<file path="src/rtl/vim828_pkg.sv">
// Shared definitions for the VIM-828 LCD glass driver.
// Holds the glass pin index macros, pin/segment counts, and the DAC level codes
// with the helpers that turn (selected/on, polarity) into a level.
`ifndef VIM828_PIN_MACROS
`define VIM828_PIN_MACROS
`define COM0 0
`define COM1 1
`define COM2 2
`define COM3 3
`define SEG(n) (4 + (n))
`endif

package vim828_pkg;

    localparam int unsigned NUM_COMS   = 4;
    localparam int unsigned NUM_SEGS   = 30;
    localparam int unsigned NUM_PINS   = 34;
    localparam int unsigned NUM_DIGITS = 8;
    localparam int unsigned DIGIT_SEGS = 14;
    localparam int unsigned DIGIT_BITS = 15;
    localparam int unsigned SEG_BITS   = 120;
    localparam int unsigned LVL_W      = 2;
    localparam int unsigned STATE_W    = 3;

    // External resistor-DAC level codes.
    typedef enum logic [1:0] {
        LVL_GND = 2'd0,
        LVL_1_3 = 2'd1,
        LVL_2_3 = 2'd2,
        LVL_VDD = 2'd3
    } lvl_e;

    // Pin p occupies bits [2p+1:2p].
    typedef logic [NUM_PINS-1:0][LVL_W-1:0] pin_vec_t;

    // COM drive: the selected COM swings to a rail, the others sit at the near bias level.
    function automatic lvl_e com_level(input logic sel, input logic inv);
        if (sel) return inv ? LVL_GND : LVL_VDD;
        return inv ? LVL_2_3 : LVL_1_3;
    endfunction

    // SEG drive: "on" sits at the rail opposite the selected COM, "off" at the far bias level.
    function automatic lvl_e seg_level(input logic on, input logic inv);
        if (on) return inv ? LVL_VDD : LVL_GND;
        return inv ? LVL_1_3 : LVL_2_3;
    endfunction

endpackage

</file>
<file path="src/rtl/vim828_tick.sv">
// Prescaler for the COM phase stepping.
// Ports: Clock/Reset (async active-low); change_state_c is high for one cycle
// while the counter sits at TICKS-1, i.e. once every TICKS cycles.
module vim828_tick #(
    parameter int unsigned TICKS = 2
) (
    input  logic Clock,
    input  logic Reset,
    output logic change_state_c
);

    localparam int unsigned CNT_W = $clog2(TICKS);

    logic [CNT_W-1:0] cnt_q;
    logic [CNT_W-1:0] cnt_d;

    assign change_state_c = (cnt_q == CNT_W'(TICKS - 1));

    // Free-running 0..TICKS-1 counter.
    always_comb begin
        cnt_d = cnt_q + CNT_W'(1);
        if (change_state_c) begin
            cnt_d = '0;
        end
    end

    always_ff @(posedge Clock or negedge Reset) begin
        if (!Reset) begin
            cnt_q <= '0;
        end else begin
            cnt_q <= cnt_d;
        end
    end

endmodule

</file>
<file path="src/rtl/vim828.sv">
// VIM-828 LCD glass driver: 4 COM + 30 SEG pins, 1/4 duty, 1/3 bias, DC-free.
// Ports: Clock, Reset (async active-low), Segments{7..0}_i (A..N bitmap per digit),
// DecimalPoints_i (DP per digit), Pin_o (2-bit DAC level code per glass pin,
// pins 0..3 = COM0..3, pins 4..33 = SEG0..29).
module vim828
    import vim828_pkg::*;
#(
    parameter int unsigned CLOCK_HZ      = 10_000_000,
    parameter int unsigned CHANGE_COM_US = 1000
) (
    input  logic                     Clock,
    input  logic                     Reset,
    input  logic [DIGIT_SEGS-1:0]    Segments7_i,
    input  logic [DIGIT_SEGS-1:0]    Segments6_i,
    input  logic [DIGIT_SEGS-1:0]    Segments5_i,
    input  logic [DIGIT_SEGS-1:0]    Segments4_i,
    input  logic [DIGIT_SEGS-1:0]    Segments3_i,
    input  logic [DIGIT_SEGS-1:0]    Segments2_i,
    input  logic [DIGIT_SEGS-1:0]    Segments1_i,
    input  logic [DIGIT_SEGS-1:0]    Segments0_i,
    input  logic [NUM_DIGITS-1:0]    DecimalPoints_i,
    output logic [LVL_W*NUM_PINS-1:0] Pin_o
);

    // 64-bit product: the default clock times period overflows 32 bits.
    localparam longint unsigned TICKS_L =
        (64'(CLOCK_HZ) * 64'(CHANGE_COM_US)) / 64'd1_000_000;
    localparam int unsigned TICKS = 32'(TICKS_L);

    logic [DIGIT_SEGS-1:0] seg_arr [NUM_DIGITS];
    logic [SEG_BITS-1:0]   seg_flat;
    logic                  change_state_c;
    logic [STATE_W-1:0]    state_q;
    logic [STATE_W-1:0]    state_d;
    logic [1:0]            com_sel;
    logic                  inv;
    pin_vec_t              pin_q;
    pin_vec_t              pin_d;

    assign seg_arr[0] = Segments0_i;
    assign seg_arr[1] = Segments1_i;
    assign seg_arr[2] = Segments2_i;
    assign seg_arr[3] = Segments3_i;
    assign seg_arr[4] = Segments4_i;
    assign seg_arr[5] = Segments5_i;
    assign seg_arr[6] = Segments6_i;
    assign seg_arr[7] = Segments7_i;

    // Flatten to 15 bits per digit: A..N then DP.
    for (genvar d = 0; d < NUM_DIGITS; d++) begin : g_digit
        assign seg_flat[DIGIT_BITS*d +: DIGIT_SEGS]  = seg_arr[d];
        assign seg_flat[DIGIT_BITS*d + DIGIT_SEGS]   = DecimalPoints_i[d];
    end

    vim828_tick #(
        .TICKS (TICKS)
    ) u_tick (
        .Clock          (Clock),
        .Reset          (Reset),
        .change_state_c (change_state_c)
    );

    assign state_d = change_state_c ? state_q + STATE_W'(1) : state_q;
    assign com_sel = state_q[1:0];
    assign inv     = state_q[2];

    for (genvar c = 0; c < NUM_COMS; c++) begin : g_com
        assign pin_d[c] = com_level(com_sel == 2'(c), inv);
    end

    // SEG pin s carries flat bits 4s..4s+3, one per COM; pick the active COM's bit.
    for (genvar s = 0; s < NUM_SEGS; s++) begin : g_seg
        logic [NUM_COMS-1:0] grp;
        assign grp             = seg_flat[NUM_COMS*s +: NUM_COMS];
        assign pin_d[`SEG(s)]  = seg_level(grp[com_sel], inv);
    end

    // Phase counter and per-pin level registers; reset parks every pin at GND.
    always_ff @(posedge Clock or negedge Reset) begin
        if (!Reset) begin
            state_q <= '0;
            pin_q   <= '0;
        end else begin
            state_q <= state_d;
            pin_q   <= pin_d;
        end
    end

    assign Pin_o = pin_q;

endmodule

</file>
<file path="config.mk">
export PLATFORM = sky130hd
export DESIGN_NAME = vim828
export DESIGN_NICKNAME = d
export VERILOG_FILES = /design/src/rtl/vim828_pkg.sv /design/src/rtl/vim828_tick.sv /design/src/rtl/vim828.sv
export SDC_FILE = /design/constraint.sdc
export NUM_CORES = 1
export LEC_CHECK = 0
export ABC_AREA = 1
export CORE_MARGIN = 3
export CORE_UTILIZATION = 35
export DETAILED_ROUTE_END_ITERATION = 6
export PLACE_DENSITY_LB_ADDON = 0.1
export SETUP_SLACK_MARGIN = 0.15
export SLEW_MARGIN = 40
export SYNTH_ARGS = -nofsm -noshare
export SYNTH_HDL_FRONTEND = slang
export SYNTH_SLANG_ARGS = --single-unit
</file>
<file path="constraint.sdc">
create_clock -name Clock -period 3.85 [get_ports Clock]
set_clock_uncertainty 0.15 [all_clocks]
set_input_delay 0.9625 -clock Clock [delete_from_list [all_inputs] [get_ports Clock]]
set_output_delay 0.9625 -clock Clock [all_outputs]
set_load 0.03 [all_outputs]
</file>
==> Word level (Yosys, flattened, before mapping) <==
Cells that the tools add are included.
{ "totals": {"output_inout_bits": 68, "wordCells": 211, "ff_bits": 85, "in_bits": 122} }
{ "op_classes": {"reduce_logical": 1, "magnitude_cmp": 1, "n_eq_ne": 4, "mux": 167, "n_addsub": 2} }
{ "ops": {"columns": ["cell", "n"], "rows": [
  ["$mux W2", 72],
  ["$mux W1", 64],
  ["$bmux W1 S2", 30],
  ["$add A14 B1 Y14 const B", 1],
  ["$eq A14 B14 Y1 const B", 1],
  ["$mux W14", 1],
  ["$eq A2 B2 Y1 const B", 2],
  ["$add A3 B1 Y3 const B", 1],
  ["$lt A2 B3 Y1 const B", 1],
  ["$eq A2 B1 Y1 const B", 1],
  ["$logic_not A2 Y1", 1]
]} }

==> Logic depth before layout (Yosys ltp) <==
Gate-level depths: netlist of the first run.
{ "depth": {"depth_word": 4, "ltp_mapped": 8} }

==> By module <==
A second synthesis of the first run with hierarchy kept.
{ "unflattened": {"cells_unflattened": 532, "area_unflattened_um2": 3819.9} }
{ "by_module_without_submodules": {"columns": ["module", "cells_per_inst", "n_inst", "seq_area_each_um2", "area_each_um2"], "rows": [
  ["vim828", 424, 1, 1051.0, 2997.9],
  ["vim828_tick", 108, 1, 350.3, 822.0]
]} }

==> Worst setup path after synthesis of the first run <==
No wires, ideal clock.
{ "synth_path": {"kind": "reg-to-output", "startpoint": "register, netlist name Pin_o[66]", "endpoint": "output Pin_o[10]", "t_arrival_ps": 1195, "stages_incl_launch_ff": 2, "path_buffers": 1, "slack_ps": 1542, "cell_sequence": "dfrtp_1 > buf_4"} }
{ "synth_lines": {"columns": ["item", "line", "source"], "rows": [
  ["end: declaration", "vim828.sv:22", "output logic [LVL_W*NUM_PINS-1:0] Pin_o"]
]} }

==> metrics.md, run 1 <==
| Metric | Value |
|---|---|
| CP Cell Sequence | `clkdlybuf4s50_1` |
| Util after Layout | `0.551` |
| Iteration-0 DRC Markers | `around 150` |
| Vias post-DR | `3388` |
| Setup slack after layout | `0.791 ns` |
| Nets@finish | `around 750` |
| Max frequency | `327 MHz` |
| Avg Cell Area, Syn | `7.63 um2` |
| DRT antenna net count | `0` |
| Post-CTS Setup Bufs | `0` |
| Top delay family on crit path | `flip-flops` |
| Tcrit/Tclk final | `0.795` |
| Insertion delay to the later sink of the worst-skew pair | `0.31 ns` |
| Ys Warns | `0` |
| Unrepaired setup endpoints after global routing | `false` |
| Final setup vio count | `0` |
| Die area | `0.0115 mm2` |
| # resized after CTS | `0` |
| Clock sinks | `56` |
| Core area | `0.00986 mm2` |
| Worst-Margin Slew | `0.724 ns` |
| Setup crit end kind | `output pin` |
| Boundary Pins | `190` |
| Post-Layout Inst Area | `0.00544 mm2` |
| P&R area growth vs syn | `51.3%` |
| Largest net degree at the start of global routing | `between 60 and 70` |
| Total power draw | `1.30 mW` |
| H-tree depth | `2` |
| FF+latch count, synth | `56` |
| WP depth | `1` |
| Die height | `107 um` |
| PortBufs | `189` |
| P per Cell Area | `238 mW/mm2` |
| Yosys cell types | `24` |
| Die span in x | `107 um` |
| Run status | `finished, final reports clean` |
| First-pass GRT wire length | `14900 um` |
| Crit path arrival time | `1.95 ns` |
| LEAKAGE | `2.57 nW` |
| Placed cell area | `0.00531 mm2` |
| Antenna violations before repair | `0` |
| GP Congestion | `0.838` |
| Min-delay worst type | `flop to flop` |
| Largest fanout on the critical path | `30` |
| CTS tree | `done` |
| Total grt overflow | `0` |
| Initial core utilization | `0.364` |
| Worst-case clock buffer depth | `2` |
| Slowest stage cell, crit path | `dfrtp_1` |
| Post-synthesis cell count | `around 470` |
| Place WS | `1.09 ns` |
| CTS Buf Count | `5` |
| Worst rel slew slack | `0.517` |
| Worst Hold Path Cells | `1` |
| Vias in the first global route | `3085` |
| VDD IR max | `around 0.14 mV` |
| Average routed wire per standard cell | `approximately 12 um` |
| Endpoints failing hold | `0` |
| First-pass DRT Iterations | `4` |
| Final std cells w/o fill | `753` |
| Max cap viols | `0` |
| Share of layout cells above drive strength 1 | `0.0500` |
| Commonest non-fill, non-tap cell in the layout | `clkdlybuf4s50_1` |
| Number of vias per cell | `4.50` |
| Final Slew Violations | `0` |
| CP bufs+invs | `1` |
| Clk root buf | `clkbuf_8` |
| Post-route setup TNS | `0 ns` |
| FP Rows | `36` |
| Crit path launch type | `flop` |
| Detailed Route WL | `9400 um` |
| Mapped Area | `0.00359 mm2` |
| Hold WS | `0.315 ns` |
| DR DRC count | `0` |
| Commonest cells after routing, fill and taps aside | `clkdlybuf4s50_1 (188), nand2_1 (182), nand3_1 (70)` |
| HPWL after DPL | `6970 um` |
| FF-to-FF path depth | `5` |
| GR Util All Layers | `0.161` |
| Clock Pin Slew Worst Setup and Hold Paths | `0.10 ns` |
| Synth Net Count | `606` |
| Crit-path max cell delay | `0.82 ns` |
| Hold-fix buffers, CTS | `0` |
| Register area share after synthesis | `0.390` |
| # diodes | `0` |
| CP required | `2.74 ns` |
| Minimum clock period | `3.06 ns` |
| Kind of critical path | `flop to output pin` |
| DP Cell Count | `approximately 750` |
## where the power goes
group | internal [mW] | switching (mW) | total, mW
clock | 0.260 | 0.185 | 0.445
combinational | 0.153 | 0.0912 | 0.244
sequential | 0.603 | 0.00436 | 0.608
## synthesized netlist by cell type
| cell type | instances | area [um2] |
|---|---|---|
| a21oi_1 | 1 | 5.00 |
| buf_2 | 16 | 80.1 |
| buf_4 | 30 | 225 |
| buf_6 | 6 | 67.6 |
| dfrtp_1 | 56 | 1400 |
| ha_1 | 13 | 163 |
| inv_1 | 21 | 78.8 |
| inv_2 | 4 | 15.0 |
| inv_4 | 1 | 6.26 |
| nand2_1 | 182 | 683 |
| nand2_2 | 2 | 12.5 |
| nand2_4 | 1 | 11.3 |
| nand3_1 | 70 | 350 |
| nand3b_1 | 1 | 7.51 |
| nand4_1 | 4 | 25.0 |
| nor2_1 | 18 | 67.6 |
| nor2_2 | 1 | 6.26 |
| nor2_4 | 2 | 22.5 |
| nor2_8 | 1 | 20.0 |
| nor3_1 | 1 | 5.00 |
| nor3_2 | 1 | 10.0 |
| or2_2 | 4 | 25.0 |
| xnor2_1 | 2 | 17.5 |
| xor2_1 | 33 | 289 |
## cell families (layout without fill, tap and decap cells)
logic type,count (synthesis),count (layout),share of synthesized area
xor+xnor,35,35,0.0853
simple gates,288,288,0.347
fa+ha+maj,13,13,0.0452
compound gates,1,1,0.00139
buf+inv,78,227,0.132
flops,56,56,0.390
## area by class of cell
cell class                 instances  area, um2
fill                             921       4420
inverter                          26        100
multi-input combinational        337       1720
tap                              133        166
timing repair buffer             193       1920
clock inverter                     2       60.1
sequential                        56       1400
clock buffer                       6       72.6
## sequential cells by signal, indices dropped and copies added, names as in the netlist
name and flops:
Pin_o 39, u_tick.cnt_q 14, state_q 3
## per-layer routing
metal,share of wire,track usage
met4,0.0091,0.0460
met2,0.50,0.290
met5,0,0
met1,0.40,0.188
met3,0.094,0.0438
## final timing paths
check                                 from  slack (ns)         endpoint
setup / recovery                 Pin_o[66]        0.79        Pin_o[32]
hold / removal             u_tick.cnt_q[0]        0.31  u_tick.cnt_q[0]
setup reg to reg                state_q[0]        1.94         Pin_o[2]
hold reg to reg            u_tick.cnt_q[0]        0.31  u_tick.cnt_q[0]
max in group asynchronous            Reset        2.22       state_q[0]
min in group asynchronous            Reset        0.50         Pin_o[3]
No activity file was read; power rests on OpenSTA's default activity.
==> run 2: changes to the inputs <==
Clock period 3.85 ns to 2.7 ns, I/O delays scaled along.
==> run 2 against run 1 <==
  * Setup slack worse by 0.53 ns
  * Count of clock-buffer cells in the layout stayed put
  * Die area stayed put
==> metrics.md, run 2 (synthesized netlist as in run 1, its figures left out) <==
| Metric | Value |
|---|---|
| Switching share of power | `0.242 (+0.0254)` |
| PortBufs | `189 (unchanged)` |
| Post-CTS Setup Bufs | `0 (unchanged)` |
| GR Util All Layers | `0.165 (+0.00319)` |
| Setup crit end kind | `output pin` |
| Final Slew Violations | `0 (unchanged)` |
| Max frequency | `slightly above 400 MHz` |
| CTS tree | `done` |
| Clock sinks | `56 (unchanged)` |
| Internal | `1.29 mW (+27%)` |
| CTS Buf Count | `5 (unchanged)` |
| # diodes | `0 (unchanged)` |
| Setup slack, reg-to-reg | `0.77 ns (-1.17 ns)` |
| DP Cell Count | `748 (+0.40%)` |
| Max cap viols | `0 (unchanged)` |
| Met2 GRT Util | `0.295 (+0.00536)` |
| Min-delay worst type | `primary input to async pin` |
| FF-to-FF path depth | `5 (unchanged)` |
| Iteration-0 DRC Markers | `167 (+8.4%)` |
| RR Startpoint | `state_q[0]` |
| Insertion delay to the later sink of the worst-skew pair | `0.31 ns (about the same)` |
| GP Congestion | `0.826 (-1.4%)` |
| Die span in x | `107 um (unchanged)` |
| First-pass GRT wire length | `15200 um (+2.1%)` |
| Largest fanout on the critical path | `30 (unchanged)` |
| Worst rel slew slack | `0.587 (+0.0693)` |
| Minimum clock period | `around 2.4 ns` |
| Detailed Route WL | `9360 um (-0.49%)` |
| Tcrit/Tclk final | `0.904` |
| GRT busiest layer | `met2` |
| Max reg flops | `39 (unchanged)` |
| Unrepaired setup endpoints after global routing | `false` |
| Crit path arrival time | `1.62 ns (-0.33 ns)` |
| Share of layout cells above drive strength 1 | `0.0562 (+0.00618)` |
| Average routed wire per standard cell | `12.4 um (-0.88%)` |
| VDD IR max | `0.183 mV (+32%)` |
| # resized after CTS | `0 (unchanged)` |
| DRT antenna net count | `0 (unchanged)` |
| Kind of critical path | `flop to output pin` |
| Final setup vio count | `0 (unchanged)` |
| CP required | `1.88 ns (-0.86 ns)` |
| Post-route setup TNS | `0 ns (unchanged)` |
| Vias in the first global route | `3197 (+3.6%)` |
| Util after Layout | `0.551 (about the same)` |
| P per Cell Area | `313 mW/mm2 (+31%)` |
| Crit path launch type | `flop` |
| HPWL after DPL | `7170 um (+2.9%)` |
| Clock Power Share | `0.285 (-0.058)` |
| Total grt overflow | `0 (unchanged)` |
| M3 GR Usage | `0.0528 (+0.00900)` |
| Die height | `107 um (unchanged)` |
| Total power draw | `1.70 mW (+31%)` |
| DR DRC count | `0 (unchanged)` |
| Commonest non-fill, non-tap cell in the layout | `clkdlybuf4s50_1` |
| Commonest cells after routing, fill and taps aside | `clkdlybuf4s50_1 (188), nand2_1 (182), nand3_1 (70)` |
| Final std cells w/o fill | `756 (+0.40%)` |
| FP Rows | `36 (unchanged)` |
| Number of vias per cell | `4.49 (-0.19%)` |
| Place WS | `0.577 ns (-0.510 ns)` |
| Run status | `finished, final reports clean` |
| Crit path to | `Pin_o[60]` |
| Core area | `0.00986 mm2 (unchanged)` |
| Boundary Pins | `190 (unchanged)` |
| Largest net degree at the start of global routing | `64 (unchanged)` |
| Hold-fix buffers, CTS | `0 (unchanged)` |
| Die area | `0.0115 mm2 (unchanged)` |
| Vias post-DR | `3395 (+0.21%)` |
| Setup slack after layout | `0.258 ns (-0.532 ns)` |
| Share of power burned in registers | `0.509 (+0.040)` |
| Clk root buf | `clkbuf_8` |
| Comb power frac | `0.206 (+0.018)` |
| Origin of the worst setup path | `Pin_o[66]` |
| First-pass DRT Iterations | `4 (unchanged)` |
| Nets@finish | `757 (+0.40%)` |
| M1 GR Usage | `0.192 (+0.00346)` |
| Initial core utilization | `0.364 (unchanged)` |
| Clock Pin Slew Worst Setup and Hold Paths | `0.10 ns (about the same)` |
| Worst-Margin Slew | `0.620 ns (-0.104 ns)` |
| Antenna violations before repair | `0 (unchanged)` |
| Endpoints failing hold | `0 (unchanged)` |
| H-tree depth | `2 (unchanged)` |
| Fillers | `888 (-3.6%)` |
| Reg2reg end | `Pin_o[6]` |
| Worst-case clock buffer depth | `2 (unchanged)` |
| LEAKAGE | `2.58 nW (+0.18%)` |
| P&R area growth vs syn | `51.3% (about the same)` |
| Switching power total | `412 uW (+47%)` |
[run 2: cell count changes in the layout (fill, tap and decap cells not counted), sizes merged]
cell / change
buf: +3
bufinv: -2
clkinv: +1
inv: +1
[run 2: power groups by stage]
stage | registers, mW | clock network (mW) | logic, mW
2_1_floorplan | 0.932 | 0 | 0.0548
3_3_place_gp | 0.883 | 0 | 0.354
3_5_place_dp | 0.884 | 0 | 0.356
4_1_cts | 0.868 | 0.505 | 0.356
5_1_grt | 0.870 | 0.543 | 0.379
6_report | 0.867 | 0.486 | 0.351
[run 2: how the worst min path moves through the flow]
stage / endpoint / startpoint / slack (ns)
5_1_grt: Pin_o[0] / Reset / 0.22
3_5_place_dp: u_tick.cnt_q[0] / u_tick.cnt_q[0] / 0.31
3_3_place_gp: u_tick.cnt_q[0] / u_tick.cnt_q[0] / 0.30
6_report: Pin_o[0] / Reset / 0.20
4_1_cts: u_tick.cnt_q[1] / Reset / 0.22
2_1_floorplan: Pin_o[66] / state_q[2] / 0.20
[run 2: through the flow]
stage               cell area, um2  hold WS (ns)
floorplan                     3590         0.199
global placement              5340         0.296
detailed placement            5340         0.312
CTS                           5440         0.215
global route                  5440         0.219
finish                        5440         0.196
[run 2: area by class of cell]
cell class | count | area [um2] | share of cell area
Clock buffer | 6 | 82.6 | 0.0152
Clock inverter | 2 | 13.8 | 0.00253
Inverter | 26 | 100 | 0.0184
Multi-Input combinational cell | 337 | 1720 | 0.316
Sequential cell | 56 | 1400 | 0.258
Tap cell | 133 | 166 | 0.0306
Timing Repair Buffer | 196 | 1950 | 0.359
[run 2: critical path: stages, from the launching register on]
cell             delay [ns]
dfrtp_1                0.34
buf_4                  0.25
clkdlybuf4s50_1        0.72
[run 2: metal layers]
layer | part of all wire | routed length [um]
met5 | 0 | 0
met4 | 0.012 | 108
met3 | 0.098 | 918
met2 | 0.50 | 4720
met1 | 0.39 | 3610
==> run 3: changes to the inputs <==
Settings changed: HOLD_SLACK_MARGIN set to 0.1.
==> results of run 3 <==
Same layout as run 2: the final DEF is identical, and so are final timing and power.
